`src/rtl/seg7_scan_reader.sv`:
```
// Reads a multiplexed seven-segment bus back into per-digit hex values with a valid/ready update stream.
// Define SEG7_ACTIVE_LOW_EN for common-anode boards (segment and strobe pins inverted at the input).
module seg7_scan_reader #(
    parameter int NUM_DIGITS    = 4,
    parameter int STABLE_CYCLES = 8
) (
    input  logic                    clk,
    input  logic                    resetn,
    input  logic [6:0]              seg_in,
    input  logic [NUM_DIGITS-1:0]   dig_sel,
    output logic                    out_valid,
    input  logic                    out_ready,
    output logic [2:0]              out_idx,
    output logic [3:0]              out_value,
    output logic                    out_err,
    output logic [4*NUM_DIGITS-1:0] digits,
    output logic [NUM_DIGITS-1:0]   digit_valid
);

    localparam int CNT_W = $clog2(STABLE_CYCLES + 1);

    typedef enum logic [1:0] {IDLE, TRACK, EMIT, HOLD} state_t;

    state_t                  state, state_n;
    logic [6:0]              seg_pin, seg_p0, seg_p1;
    logic [NUM_DIGITS-1:0]   sel_pin, sel_p0, sel_p1;
    logic [6:0]              cap_seg, cap_seg_n;
    logic [NUM_DIGITS-1:0]   cap_sel, cap_sel_n;
    logic [CNT_W-1:0]        cnt, cnt_n;
    logic                    load_out, accept;
    logic                    same, sel_ok, cur_dv;
    logic [4:0]              cap_dec;
    logic [3:0]              cur_digit;

`ifdef SEG7_ACTIVE_LOW_EN
    assign seg_pin = ~seg_in;
    assign sel_pin = ~dig_sel;
`else
    assign seg_pin = seg_in;
    assign sel_pin = dig_sel;
`endif

    // {err, value}; value forced to 0 for unknown patterns
    function automatic logic [4:0] decode7(input logic [6:0] s);
        case (s)
            7'h3F: return 5'h00;  7'h06: return 5'h01;
            7'h5B: return 5'h02;  7'h4F: return 5'h03;
            7'h66: return 5'h04;  7'h6D: return 5'h05;
            7'h7D: return 5'h06;  7'h07: return 5'h07;
            7'h7F: return 5'h08;  7'h6F: return 5'h09;
            7'h77: return 5'h0A;  7'h7C: return 5'h0B;
            7'h39: return 5'h0C;  7'h5E: return 5'h0D;
            7'h79: return 5'h0E;  7'h71: return 5'h0F;
            default: return 5'h10;
        endcase
    endfunction

    function automatic logic is_onehot(input logic [NUM_DIGITS-1:0] v);
        int n = 0;
        for (int i = 0; i < NUM_DIGITS; i++)
            if (v[i]) n++;
        return (n == 1);
    endfunction

    function automatic logic [2:0] onehot_idx(input logic [NUM_DIGITS-1:0] v);
        logic [2:0] r = '0;
        for (int i = 0; i < NUM_DIGITS; i++)
            if (v[i]) r = 3'(i);
        return r;
    endfunction

    // Input stage: two-flop synchronizers
    always_ff @(posedge clk or negedge resetn) begin
        if (!resetn) begin
            seg_p0 <= '0;
            seg_p1 <= '0;
            sel_p0 <= '0;
            sel_p1 <= '0;
        end else begin
            seg_p0 <= seg_pin;
            seg_p1 <= seg_p0;
            sel_p0 <= sel_pin;
            sel_p1 <= sel_p0;
        end
    end

    assign same    = (sel_p1 == cap_sel) && (seg_p1 == cap_seg);
    assign sel_ok  = is_onehot(sel_p1);
    assign cap_dec = decode7(cap_seg);
    assign cur_dv  = |(digit_valid & cap_sel);

    always_comb begin
        cur_digit = '0;
        for (int i = 0; i < NUM_DIGITS; i++)
            if (cap_sel[i]) cur_digit = digits[4*i +: 4];
    end

    always_comb begin
        state_n   = state;
        cap_sel_n = cap_sel;
        cap_seg_n = cap_seg;
        cnt_n     = cnt;
        load_out  = 1'b0;
        accept    = 1'b0;
        case (state)
            IDLE: begin
                if (sel_ok) begin
                    cap_sel_n = sel_p1;
                    cap_seg_n = seg_p1;
                    cnt_n     = CNT_W'(1);
                    state_n   = TRACK;
                end
            end
            TRACK, HOLD: begin
                if (!same) begin
                    if (sel_ok) begin
                        cap_sel_n = sel_p1;
                        cap_seg_n = seg_p1;
                        cnt_n     = CNT_W'(1);
                        state_n   = TRACK;
                    end else begin
                        cnt_n   = '0;
                        state_n = IDLE;
                    end
                end else if (state == TRACK) begin
                    if (cnt == CNT_W'(STABLE_CYCLES)) begin
                        // Re-reporting an unchanged valid digit is suppressed
                        if (cap_dec[4] || !cur_dv || (cap_dec[3:0] != cur_digit)) begin
                            load_out = 1'b1;
                            state_n  = EMIT;
                        end else begin
                            state_n = HOLD;
                        end
                    end else begin
                        cnt_n = cnt + CNT_W'(1);
                    end
                end
            end
            EMIT: begin
                if (out_ready) begin
                    accept  = 1'b1;
                    state_n = HOLD;
                end
            end
            default: state_n = IDLE;
        endcase
    end

    assign out_valid = (state == EMIT);

    // Control/capture stage and update registers
    always_ff @(posedge clk or negedge resetn) begin
        if (!resetn) begin
            state       <= IDLE;
            cap_sel     <= '0;
            cap_seg     <= '0;
            cnt         <= '0;
            out_idx     <= '0;
            out_value   <= '0;
            out_err     <= 1'b0;
            digits      <= '0;
            digit_valid <= '0;
        end else begin
            state   <= state_n;
            cap_sel <= cap_sel_n;
            cap_seg <= cap_seg_n;
            cnt     <= cnt_n;
            if (load_out) begin
                out_idx   <= onehot_idx(cap_sel);
                out_value <= cap_dec[3:0];
                out_err   <= cap_dec[4];
            end
            if (accept && !out_err) begin
                for (int i = 0; i < NUM_DIGITS; i++) begin
                    if (3'(i) == out_idx) begin
                        digits[4*i +: 4] <= out_value;
                        digit_valid[i]   <= 1'b1;
                    end
                end
            end
        end
    end

endmodule
```
`config.mk`:
```
export PLATFORM = sky130hd
export DESIGN_NAME = seg7_scan_reader
export DESIGN_NICKNAME = d
export VERILOG_FILES = /design/src/rtl/seg7_scan_reader.sv
export SDC_FILE = /design/constraint.sdc
export NUM_CORES = 1
export LEC_CHECK = 0
export BUFFER_PORTS_ARGS = -buffer_cell sky130_fd_sc_hd__buf_2
export CORE_MARGIN = 2
export CORE_UTILIZATION = 50
export DETAILED_ROUTE_END_ITERATION = 8
export PLACE_DENSITY_LB_ADDON = 0.05
export SLEW_MARGIN = 25
export SYNTH_ARGS = -nofsm -noshare
export SYNTH_HDL_FRONTEND = slang
export SYNTH_SLANG_ARGS = --single-unit
```
`constraint.sdc`:
```
create_clock -name clk -period 2.45 [get_ports clk]
set_input_delay 0.3675 -clock clk [delete_from_list [all_inputs] [get_ports clk]]
set_output_delay 0.3675 -clock clk [all_outputs]
set_load 0.02 [all_outputs]
```
==> impl_metrics.toml <==
[run_status]
status = "completed"

[hold_path]
hp-class = "in2async"

[sta]
fin_crit_sh_pct = 96.7
setup_violations = 0
period_needed_ns = 2.37
fmax_mhz = 422
finalSetupTns_ns = 0
final_max_slew_viol_count = 0
finalHoldViolations = 0
fin_skew_ns = 0.0117

[synthesis]
synth_top_area_share_pct = 50.9
syn_area_mm2 = 0.00325
synth.net_count = 308
netlist.top_cell.by_area = "dfrtp_1"
synth_seq_cells = 66
synth-edff-count = 0
ys_types = 55
synth.area.top_cells = "dfrtp_1 (51%), mux2_2 (9.0%), xnor2_1 (3.5%), o21ai_0 (2.5%), mux2_4 (2.3%)"
postSynthAreaPerCell_um2 = 11.2
syn_inst = 289
yosysWarnings = 0
synthArstFlopShare_pct = 100
ys.flop_type = "dfrtp_1"
ys_seq_area_share_pct = 50.9

[clock_tree]
cts_buffers = 9
cts_tree = "yes"
clkSlewWorstSetupHoldPaths_ns = 0.07
clock_sinks = 66
htree_levels = 3
cts_hold_buf = 0
ctsLongestPathBuffers = 2
clk_latency_ns = 0.34
root_buffer = "clkbuf_8"

[placed_design]
io_buffers = 41
dp.cells = 416
dp_hpwl_mm = 4.66
gp_congestion = 0.808

[final_layout]
final_common_cell = "dfrtp_1"
final_cells = 440
drive_gt1_share_pct = 39.1
n_fill_cell = 518
area_growth_pct = 24.2
insertedDiodeCount = 0
nNetsFinal = 377
final_cell_mix = "dfrtp_1 (60), buf_2 (42), buf_4 (29)"

[die]
coreArea_mm2 = 0.00631
dieHeight_um = 84.6
rows = 29
start_util_pct = 51.4
die_w_um = 84.6
ios = 43
dieArea_mm2 = 0.00715

[global_routing]
grt_pass1_vias = 2306
gr-total-overflow = 0
antenna_found_initial = 0
grt_max_degree = 67
grt_usage_pct = 19.8
grt_first_pass_wirelength_mm = 11.1

[pwr]
p_leak_nw = 1.96
ir_worst_vdd_mv = 0.553
p_per_area_mw_per_mm2 = 899

[drt]
drt_iter0_markers = 163
antenna_left = 0
wl_per_cell_um = 15.2
routed_via_density = 5.44
routed_wl_mm = 6.70
first_pass_iters = 4
drcViolationCount = 0
vias = 2392

[worst_setup_path]
crit_fanout = 7
path_buf_inv = 2
reg2reg_depth = 9
path_cells = "buf_6 -> nor2b_1 -> o32ai_1 -> and3_1 -> or4_1 -> nand4_1 -> a41o_1 -> buf_6 -> mux2_4"
cpMostUsedCell = "buf_6"
worst-path-stages = 9
cp-end-kind = "register"
arrival_ns = 2.59
slowest_stage = "or4_1"
cp_slowest_stage_delay_ns = 0.50
cp.required_ns = 2.67
start_kind = "register"
critPathKind = "reg2reg"
crit_family = "simple AND/OR/NAND/NOR gates"

[flow_run]
maxCapViolations = 0
-- worst paths after layout --
check | startpoint | slack (ns) | end
setup / recovery | cap_seg[3] | 0.08 | out_value[1]
setup reg to reg | cap_seg[3] | 0.08 | out_value[1]
min in group clk | seg_in[1] | 0.13 | seg_p0[1]
max in group asynchronous | resetn | 2.11 | cap_seg[3]
hold / removal | resetn | 0.03 | out_value[1]
hold reg to reg | sel_p0[0] | 0.35 | sel_p1[0]
-- routing by layer --
layer	vias up	track usage, %	share of wire [%]
met5	-	0	0
met4	0	7.79	1.7
met3	10	4.13	3.1
met2	47	31.4	48
met1	1166	26.7	47
li1	1169	-	-
-- report_power, final --
group,internal [mW],leakage [nW],switching (mW),total (mW)
sequential,1.21,0.839,0.190,1.40
combinational,0.589,1.00,0.538,1.13
clock,0.679,0.117,0.421,1.10
total,2.47,1.96,1.15,3.62
-- cells in the mapped netlist (5+ instances only) --
cell type	n
nand2_1	20
mux2_4	5
nand3_1	9
ha_1	5
mux2_2	26
inv_1	10
dfrtp_1	66
o21ai_0	16
a21oi_1	8
nor2b_1	7
clkbuf_1	7
nor2_1	12
nand4_1	5
nand2b_1	6
xnor2_1	13
-- cells by family (layout without fill, tap and decap cells) --
kind of cell | count (synthesis) | count (layout) | share of synthesized area (%)
and+or+nand+nor | 91 | 91 | 15.7
DFF | 66 | 66 | 50.9
AOI/OAI and AO/OA | 52 | 52 | 11.3
muxes | 32 | 32 | 11.6
buffers and inverters | 28 | 102 | 4.66
xor gates and xnor gates | 14 | 14 | 3.78
adders and majority gates | 5 | 5 | 1.93
other | 1 | 1 | 0.115
-- timing repair --
action	4_1_cts	5_1_grt
resized for setup	1	21
pin swaps	0	7
setup endpoints to repair	3	21
setup buffers	0	7
cloned	0	1
hold endpoints to repair	0	0
-- per-stage QoR --
step	setup WS (ns)	total power, mW	hold slack [ns]	utilization [%]	cell area (um2)
2_1_floorplan	0.00319	2.09	0.0719	-	3250
6_report	0.0817	3.62	0.0294	63.9	4030
5_1_grt	-0.0178	3.85	0.0592	63.9	4030
3_3_place_gp	0.0631	2.40	0.333	57.9	3660
3_5_place_dp	0.00204	2.42	0.335	57.9	3660
4_1_cts	0.00699	3.52	0.0417	61.8	3900
-- final cells by class --
type	count	area (um2)	area share, %
clock inverter	6	115	2.86
clock buffer	10	128	3.17
timing repair buffer	76	493	12.2
sequential	66	1660	41.2
tap	77	96.3	2.39
multi-input combinational	195	1500	37.3
inverter	10	37.5	0.931
-- state kept, by name (all words and copies together) (netlist names) --
name	count
digits	16
cap_seg	7
seg_p0	7
seg_p1	7
cap_sel	4
cnt	4
digit_valid	4
out_value	4
sel_p0	4
sel_p1	4
out_idx	2
state	2
out_err	1
(Power assumes the default switching activity.)
